===== config.mk =====
export PLATFORM = sky130hd
export DESIGN_NAME = et_len_ctrl
export DESIGN_NICKNAME = d
export VERILOG_FILES = /design/src/rtl/et_len_ctrl.sv
export SDC_FILE = /design/constraint.sdc
export NUM_CORES = 1
export LEC_CHECK = 0
export CORE_MARGIN = 3
export CORE_UTILIZATION = 52
export CTS_CLUSTER_DIAMETER = 30
export CTS_CLUSTER_SIZE = 14
export DETAILED_ROUTE_END_ITERATION = 7
export PLACE_DENSITY = 0.8
export SYNTH_ARGS = -nofsm -noshare
export SYNTH_HDL_FRONTEND = slang
export SYNTH_SLANG_ARGS = --single-unit

===== constraint.sdc =====
create_clock -name clk -period 3.2 [get_ports clk]
set_input_delay 0.64 -clock clk [delete_from_list [all_inputs] [get_ports clk]]
set_output_delay 0.64 -clock clk [all_outputs]
set_load 0.01 [all_outputs]

===== src/rtl/et_len_ctrl.sv =====
// rtl/et_len_ctrl.sv - early-termination stream-length controller for the SC datapath
module et_len_ctrl #(
  parameter int W  = 6,
  parameter int C  = 2,
  parameter int PW = $clog2(W+1)
) (
  input  logic            clk,
  input  logic            rst,
  input  logic            et_en,
  input  logic            in_valid,
  output logic            in_ready,
  input  logic [C*W-1:0]  Bx,
  input  logic            abort,
  output logic            run,
  output logic [W-1:0]    cnt,
  output logic            last,
  output logic [PW-1:0]   prec,
  output logic            done
);

  typedef enum logic [1:0] {IDLE, CALC, RUN, DONE} state_t;

  state_t          state;
  logic [C*W-1:0]  bx_r;
  logic            et_r;
  logic [PW-1:0]   p_ch [C];
  logic [PW-1:0]   p_calc;
  logic [W:0]      lm1_calc;
  logic [W:0]      lm1_run;
  logic [W:0]      cnt_inc;

  // Scanning MSB to LSB leaves the lowest set bit's precision, i.e. W - tz.
  always_comb begin
    for (int i = 0; i < C; i++) begin
      p_ch[i] = '0;
      for (int b = W-1; b >= 0; b--) begin
        if (bx_r[i*W+b]) p_ch[i] = PW'(W-b);
      end
    end
  end

  always_comb begin
    p_calc = et_r ? '0 : PW'(W);
    if (et_r) begin
      for (int i = 0; i < C; i++) begin
        if (p_ch[i] > p_calc) p_calc = p_ch[i];
      end
    end
  end

  // L-1 in W+1 bits so that P=W yields all ones in the low W bits.
  assign lm1_calc = ((W+1)'(1) << p_calc) - (W+1)'(1);
  assign lm1_run  = ((W+1)'(1) << prec)   - (W+1)'(1);
  assign cnt_inc  = {1'b0, cnt} + (W+1)'(1);

  always_ff @(posedge clk or posedge rst) begin
    if (rst) begin
      state    <= IDLE;
      in_ready <= 1'b1;
      run      <= 1'b0;
      last     <= 1'b0;
      done     <= 1'b0;
      cnt      <= '0;
      prec     <= '0;
      bx_r     <= '0;
      et_r     <= 1'b0;
    end else begin
      case (state)
        IDLE: begin
          done <= 1'b0;
          if (in_valid) begin
            bx_r     <= Bx;
            et_r     <= et_en;
            in_ready <= 1'b0;
            state    <= CALC;
          end
        end
        CALC: begin
          prec <= p_calc;
          cnt  <= '0;
          if (abort) begin
            done  <= 1'b1;
            state <= DONE;
          end else begin
            run   <= 1'b1;
            last  <= (lm1_calc == '0);
            state <= RUN;
          end
        end
        RUN: begin
          // last wins over abort; either way cnt freezes at its current value
          if (last || abort) begin
            run   <= 1'b0;
            last  <= 1'b0;
            done  <= 1'b1;
            state <= DONE;
          end else begin
            cnt  <= cnt_inc[W-1:0];
            last <= (cnt_inc == lm1_run);
          end
        end
        DONE: begin
          done     <= 1'b0;
          in_ready <= 1'b1;
          state    <= IDLE;
        end
        default: state <= IDLE;
      endcase
    end
  end

endmodule


== Yosys cells after proc, flatten, opt, wreduce, memory -nomap -nowiden ==
Cells that the tools add are included.

* Shift operators: 2
* Reductions and logical operators: 13
* Add/subtract/negate cells: 3
* Order comparisons: 2
* Eq/ne operators: 9
* Multiplexer cells: 34

{| class="wikitable"
|+ Operator list
! kind !! count
|-
| $mux W3 || 15
|-
| $shl A1 B3 Y7 const A || 2
|-
| $sub A7 B2 Y7 const B || 2
|-
| $pmux W6 S2 || 1
|-
| $reduce_and A2 Y1 || 6
|-
| $mux W1 || 10
|-
| $ne A2 B2 Y1 const B || 5
|-
| $pmux W2 S4 || 1
|-
| $add A6 B1 Y7 const B || 1
|-
| $eq A7 B7 Y1 || 1
|-
| $logic_not A7 Y1 || 1
|-
| $gt A3 B3 Y1 || 2
|-
| $mux W6 || 1
|-
| $pmux W1 S2 || 3
|-
| $eq A2 B2 Y1 const B || 2
|-
| $mux W2 || 2
|-
| $reduce_bool A2 Y1 || 2
|-
| $pmux W1 S3 || 1
|-
| $reduce_and A3 Y1 || 1
|-
| $eq A2 B1 Y1 const B || 1
|-
| $logic_not A2 Y1 || 1
|-
| $reduce_or A2 Y1 || 1
|-
| $logic_or A1 B1 Y1 || 1
|}

* Bits in registers: 28
* Input port bits: 17
* Logic and storage cells: 72

== Logic depth before layout (Yosys ltp) ==
Gate-level depths: netlist of run 1.

* Depth after elaboration: 17
* Gate-level depth with buffers: 16

== Least setup slack after synthesis of run 1 ==
No wires, ideal clock.

* Path type: register -> register
* Start: register bx_r[0]
* End: register last
* Stages on the path, launching flop included: 14
* Setup slack: 425 ps
* Arrival time: 2694 ps
* Buffers on the path: 1
* Required time: 3120 ps
* Path through: dfrtp_1 -> or3_1 -> ha_1 -> a21oi_1 -> a31oi_1 -> nand2_1 -> o21ai_0 -> ha_1 -> a211oi_1 -> or2_2 -> clkbuf_1 -> mux2i_1 -> nand3_1 -> o211ai_2

* Longest elaborated chain between the ends: 12

{| class="wikitable"
|+ RTL lines
! element !! line !! source
|-
| from (decl) || 24 || <nowiki>logic [C*W-1:0] bx_r;</nowiki>
|-
| from (signal assigned) || 65 || <nowiki>bx_r <= '0;</nowiki>
|-
| from (signal assigned) || 72 || <nowiki>bx_r <= Bx;</nowiki>
|-
| $mux W3 * || 37 || <nowiki>if (bx_r[i*W+b]) p_ch[i] = PW'(W-b);</nowiki>
|-
| $gt A3 B3 Y1 || 46 || <nowiki>if (p_ch[i] > p_calc) p_calc = p_ch[i];</nowiki>
|-
| $mux W3 * || 46 ||
|-
| $mux W3 * || 44 || <nowiki>if (et_r) begin</nowiki>
|-
| $gt A3 B3 Y1 || 46 ||
|-
| $mux W3 * || 46 ||
|-
| $mux W3 * || 44 ||
|-
| $shl A1 B3 Y7 * || 52 || <nowiki>assign lm1_calc = ((W+1)'(1) << p_calc) - (W+1)'(1);</nowiki>
|-
| $sub A7 B2 Y7 * || 52 ||
|-
| $logic_not A7 Y1 * || 86 || <nowiki>last <= (lm1_calc == '0);</nowiki>
|-
| $mux W1 * || 81 || <nowiki>if (abort) begin</nowiki>
|-
| $pmux W1 S2 * || 68 || <nowiki>case (state)</nowiki>
|-
| to (signal assigned) || 86 ||
|-
| to (signal assigned) || 99 || <nowiki>last <= (cnt_inc == lm1_run);</nowiki>
|-
| to (decl) || 16 || <nowiki>output logic last,</nowiki>
|}

Mark *: on every way between the ends. The rest lies on a longest branch, timed or not. The select of a mux whose other input is x is not followed.
A chain may end at the register's enable or synchronous reset.

== Worst setup path in the final report of run 1 ==
Ends and elaborated chain as after synthesis.

==> results, run 1 <==
- The run finished with clean final reports.
- Walking the worst path, the cells encountered are or3_1, ha_1, a21oi_2, a31oi_1, nand2_1, o21ai_0, ha_1, nand3_1, o21ai_0, or2_2, a21oi_1, nand3_1, o211ai_2.
- After layout, the worst path uses approximately 90% of the clock period.
- The kind of path behind the tightest hold check is flip-flop to flip-flop.
- The number of hold-repair buffers added at the cts stage is 0.
- The share of total power dissipated in sequential elements is 33.6%.
- The count of boundary I/O pins is 30.
- The critical path is of the flip-flop to flip-flop type.
- The cell family with the largest share of critical-path delay is simple AND/OR/NAND/NOR gates.
- The insertion delay to the later sink of the worst-skew pair is between 0.3 and 0.4 ns.
- Once detail routing completed, the nets flagged for antenna violations numbered 0.
- STA classifies the critical path endpoint as a flip-flop.
- The cell sitting at the root of the clock tree is a sky130_fd_sc_hd__clkbuf_4.
- The post-layout utilization of the core is between 60% and 70%.
- The kind of start point of the critical path is a flip-flop.
- Setup violations remaining at the end of the flow were counted as 0.
- The initial antenna violation count came to 0.
- The required time of the critical path is around 3.5 ns.
- The number of nets handed over by synthesis was about 220.
- The repair_antennas step left the layout with diodes totalling 0.
- After the last flow step, the layout net total stands at roughly 250.
- The first global-routing pass estimated about 6300 um of wire.
- In the routed design, unresolved DRC markers number 0.
- In this run the tool buffered the top-level ports with 29 buffer cells.
- The routing usage on met3 is roughly 2.7%.
- For this run, global-route usage on met1 was measured as between 20% and 30%.
- Of the total power, combinational logic draws approximately 58%.
- The number of synthesis warnings is 0.
- The number of buffer and inverter instances along the worst setup path is 0.
- For the pin with the worst max-slew slack, the measured transition is 0.544 ns.
- The portion of synthesized cell area occupied by the leading cell type is between 30% and 40%.
- The floorplan step set the die height to about 64 um.
- The count of vias placed by the detailed router is 1438.
- For this run, the total global-route usage over all layers was measured as between 10% and 20%.
- After clock tree synthesis, the clock-pin slew on the worst setup and hold paths is 0.15 ns.
- The total number of cells along the worst setup path is 13.
- After detailed routing, the number of vias per cell comes to about 5.5.
- The arrival time of data at the critical path endpoint is ~3.2 ns.
- Relative to the synthesized area, the layout overhead comes to 21.7%.
- The most congested layer reported by global routing is met2.
- After synthesis, the cell types taking the most area are sky130_fd_sc_hd__dfrtp_1, sky130_fd_sc_hd__mux2_2, sky130_fd_sc_hd__ha_1.
- The total placed cells including tap cells is around 260.
- The max capacitance violation total is 0.
- The overflow left after global routing is 0.
- For this run, asynchronously set or reset flops after synthesis account for 100%.
- In this run the worst path has a maximum fanout of 4.
- The maximum number of pins on one net before global-route repair is 29.
- For this block, the initial DRC count from the detailed router was just over 80.
- The share of post-route cells with drive strength above 1 is 13.3%.
- The count of cells in the finished layout, fillers not included, comes to 262.
- The H-tree depth is 1.
- The proportion of synthesized chip area in sequential cells is about two fifths.
- Between clock sinks in the finished design, the worst skew comes to 0.00967 ns.
- The number of cells on the worst reg-to-reg path is 13.
- The total die area is between 0.004 and 0.005 sq mm.
- The library cell occupying the most area in the post-synthesis netlist is sky130_fd_sc_hd__dfrtp_1.
- In this run the standard cell core region covers 0.00310 sq mm.
- The clock tree from TritonCTS is done.
- The average wire per cell in the routed design is between 10 and 15 um.
- VDD sags by at most approximately 0.55 mV.
- The net switching share of the total power is between 40 and 50%.
- The number of stages on the worst hold path is 2.
- The power spent charging and discharging nets is between 0.8 and 0.9 mW.
- The cell area after synthesis is approximately 0.0017 sq mm.
- The internal portion of the total power is approximately 1.1 mW.
- The number of search-and-repair iterations in the first detailed-routing pass is 4.
- The horizontal die dimension is about 64 um.
- The HPWL after detailed placement is roughly 2800 um.
- In this design, the stage delay of the slowest critical-path cell is about 0.44 ns.
- In this run, synthesis produced a sequential element count of 28.
- The number of max-slew violations in the final report is 0.
- The via count of the first global-routing pass is between 1000 and 1500.
- The number of clock buffers added by TritonCTS is 3.
- The number of placement rows is 20.
- Measured against its own limit, the worst slew margin works out to 63.6%.
- The maximum clock frequency is 340 MHz.
- Wires add up to approximately 3600 um.
- Once the clock tree was built, the setup fixing pass inserted 0 buffers.
- Summed over all cells, the static leakage comes to between 0.9 and 1 nW.
- The smallest clock period supported by the final layout is computed as a little under 3 ns.
- The effective utilization at floorplan is between 50% and 60%.
- Each instance of the synthesized netlist takes up on average between 9 and 10 sq um.
- The worst register-to-register path has a setup slack of approximately 0.26 ns.
- In the synthesized netlist the dominant register cell turns out to be sky130_fd_sc_hd__dfrtp_1.
- The longest clock path from root to sink contains 2 buffers.
- The clock network fraction of total power is 8.8%.
- The number of enable-type register cells in the synthesized netlist is 0.
- The final count of hold timing violations was 0.
- Dividing total power by cell area gives a power density of around 940 mW/mm^2.
- The final-layout worst hold slack is 0.506 ns.
- The overall power after layout is ~2.0 mW.
- The number of different library cells in the post-synthesis netlist is 37.
- Global routing consumed, on the met2 layer, between 30 and 40% of the routing resources.
- The gate count of the mapped netlist is 189.
- The slowest stage of the critical path is the sky130_fd_sc_hd__dfrtp_1 cell.
- Routability-driven placement finished with a final weighted congestion of between 0.8 and 0.9.
- The clock net in this run drives a total of 28 sinks.
-- state kept, by name, summed over array words and instances, names as in the netlist --
| name | cells |
|---|---|
| bx_r | 12 |
| cnt | 6 |
| prec | 3 |
| state | 2 |
| done | 1 |
| et_r | 1 |
| in_ready | 1 |
| last | 1 |
| run | 1 |
-- kinds of logic after synthesis --
kind of cell	Yosys count	synth area share [%]
buffers and inverters	21	4.71
XOR/XNOR	5	2.53
adder cells (fa/ha/maj)	11	7.97
flip-flops	28	40.6
multiplexers	17	10.9
AND/OR/NAND/NOR	62	16.7
AO/OA/AOI/OAI	45	16.7
-- layout by cell type, fill, tap and decap left out --
cell / Yosys / routed
sky130_fd_sc_hd__clkdlybuf4s50_1: 0 / 29
sky130_fd_sc_hd__dfrtp_1: 27 / 27
sky130_fd_sc_hd__nand2_1: 18 / 18
sky130_fd_sc_hd__nor2_1: 16 / 16
sky130_fd_sc_hd__inv_1: 16 / 16
sky130_fd_sc_hd__o21ai_0: 15 / 15
sky130_fd_sc_hd__mux2_2: 14 / 14
sky130_fd_sc_hd__nand3_1: 12 / 12
sky130_fd_sc_hd__ha_1: 11 / 11
sky130_fd_sc_hd__a21oi_1: 11 / 9
sky130_fd_sc_hd__a31oi_1: 5 / 5
sky130_fd_sc_hd__nand2b_1: 4 / 4
sky130_fd_sc_hd__xnor2_1: 3 / 3
sky130_fd_sc_hd__o31ai_1: 3 / 3
sky130_fd_sc_hd__or2_2: 3 / 3
sky130_fd_sc_hd__mux2i_1: 3 / 3
sky130_fd_sc_hd__nor3_1: 3 / 3
sky130_fd_sc_hd__clkbuf_4: 0 / 3
sky130_fd_sc_hd__o22a_1: 2 / 2
sky130_fd_sc_hd__a21oi_2: 0 / 2
sky130_fd_sc_hd__xor2_1: 2 / 2
sky130_fd_sc_hd__nor2_2: 1 / 1
sky130_fd_sc_hd__and2_2: 1 / 1
sky130_fd_sc_hd__and3_1: 1 / 1
sky130_fd_sc_hd__a221o_1: 1 / 1
sky130_fd_sc_hd__a211oi_1: 1 / 1
sky130_fd_sc_hd__o22ai_1: 1 / 1
sky130_fd_sc_hd__a311oi_1: 1 / 1
sky130_fd_sc_hd__or3_1: 1 / 1
sky130_fd_sc_hd__nor3b_1: 1 / 1
sky130_fd_sc_hd__a2111oi_2: 1 / 1
sky130_fd_sc_hd__a32oi_1: 1 / 1
sky130_fd_sc_hd__nand3b_1: 1 / 1
sky130_fd_sc_hd__o2111ai_1: 1 / 1
sky130_fd_sc_hd__o211ai_2: 1 / 1
sky130_fd_sc_hd__a22o_1: 1 / 1
sky130_fd_sc_hd__clkbuf_8: 0 / 1
sky130_fd_sc_hd__dfstp_2: 1 / 1
sky130_fd_sc_hd__buf_4: 0 / 1
-- per-stage QoR --
stage / instance area (sq um) / TNS, ns / worst slack, ns
global route: 2100 / -0.00870 / -0.00870
floorplan: 1730 / 0 / 0.425
CTS: 2100 / 0 / 0.221
global placement: 2060 / 0 / 0.451
finish: 2100 / 0 / 0.256
detailed placement: 2060 / 0 / 0.248
-- what timing repair did --
item / CTS / global route
endpoints found under the setup margin: 0 / 3
endpoints found under the hold margin: 0 / 0
gates resized for setup: 0 / 2
-- path summary, 6_finish.rpt --
path                                      start                   end
setup / recovery            bx_r[0]$_DFFE_PP0P_      last$_DFFE_PP0P_
hold / removal             in_ready$_DFFE_PP1P_  in_ready$_DFFE_PP1P_
setup reg to reg            bx_r[0]$_DFFE_PP0P_      last$_DFFE_PP0P_
hold reg to reg            in_ready$_DFFE_PP1P_  in_ready$_DFFE_PP1P_
max in group asynchronous                   rst  in_ready$_DFFE_PP1P_
min in group asynchronous                   rst      done$_DFFE_PP0P_
-- worst reg2reg max path, stage by stage, from the launching register on --
cell and delay, ns:
sky130_fd_sc_hd__dfrtp_1 0.44, sky130_fd_sc_hd__or3_1 0.41, sky130_fd_sc_hd__ha_1 0.34, sky130_fd_sc_hd__a21oi_2 0.18, sky130_fd_sc_hd__a31oi_1 0.07, sky130_fd_sc_hd__nand2_1 0.06, sky130_fd_sc_hd__o21ai_0 0.08, sky130_fd_sc_hd__ha_1 0.31
sky130_fd_sc_hd__nand3_1 0.09, sky130_fd_sc_hd__o21ai_0 0.11, sky130_fd_sc_hd__or2_2 0.35, sky130_fd_sc_hd__a21oi_1 0.22, sky130_fd_sc_hd__nand3_1 0.14, sky130_fd_sc_hd__o211ai_2 0.09
-- final cells by class --
| type | count | area [sq um] |
|---|---|---|
| clock buffer | 4 | 36.3 |
| fill | 279 | 1000 |
| inverter | 16 | 60.1 |
| multi-input combinational | 140 | 952 |
| sequential | 28 | 702 |
| tap | 44 | 55.1 |
| timing repair buffer | 30 | 298 |
-- routing by layer --
layer | up-vias | routed length, um
li1 | 721 | -
met1 | 681 | 1530
met2 | 29 | 1910
met3 | 7 | 113
met4 | 0 | 61
met5 | - | 0
-- cells in the mapped netlist (all sizes together) (2+ instances only) --
cell type  count
nand2b         4
inv           16
mux2          14
nor3           3
o21ai         15
or2            3
buf            3
mux2i          3
dfrtp         27
xor2           2
xnor2          3
clkbuf         2
o31ai          3
nor2          17
nand2         18
a31oi          5
o22a           2
ha            11
nand3         12
a21oi         11
-- power by group through the flow --
| stage | combinational [mW] | sequential [mW] | clock [mW] |
|---|---|---|---|
| floorplan | 0.863 | 0.634 | 0 |
| finish | 1.14 | 0.665 | 0.175 |
| detailed placement | 1.12 | 0.670 | 0 |
| global route | 1.29 | 0.696 | 0.192 |
| CTS | 1.13 | 0.661 | 0.179 |
| global placement | 1.04 | 0.654 | 0 |
No activity file was read; power rests on OpenSTA's default activity.
==> run 2, diff against run 1 <==
==> constraint.sdc (replaced) <==
create_clock -name clk -period 3.2 [get_ports clk]
set_input_delay 0.64 -clock clk [delete_from_list [all_inputs] [get_ports clk]]
set_output_delay 0.64 -clock clk [all_outputs]
set_load 0.005 [all_outputs]
==> results of run 2 <==
The final DEF is identical to that of run 1. Status: complete, no violations.
Among the figures that moved: total power 1.98 mW -> 1.96 mW
==> run 3, diff against run 2 <==
--- a/config.mk
+++ b/config.mk
@@ -7,10 +7,11 @@
 export LEC_CHECK = 0
 export CORE_MARGIN = 3
 export CORE_UTILIZATION = 52
-export CTS_CLUSTER_DIAMETER = 30
+export CTS_CLUSTER_DIAMETER = 200
 export CTS_CLUSTER_SIZE = 14
 export DETAILED_ROUTE_END_ITERATION = 7
 export PLACE_DENSITY = 0.8
+export SLEW_MARGIN = 20
 export SYNTH_ARGS = -nofsm -noshare
 export SYNTH_HDL_FRONTEND = slang
 export SYNTH_SLANG_ARGS = --single-unit
==> results of run 3 <==
The final DEF is identical to that of run 1. Status: complete, no violations.
Among the figures that moved: total power 1.98 mW -> 1.96 mW
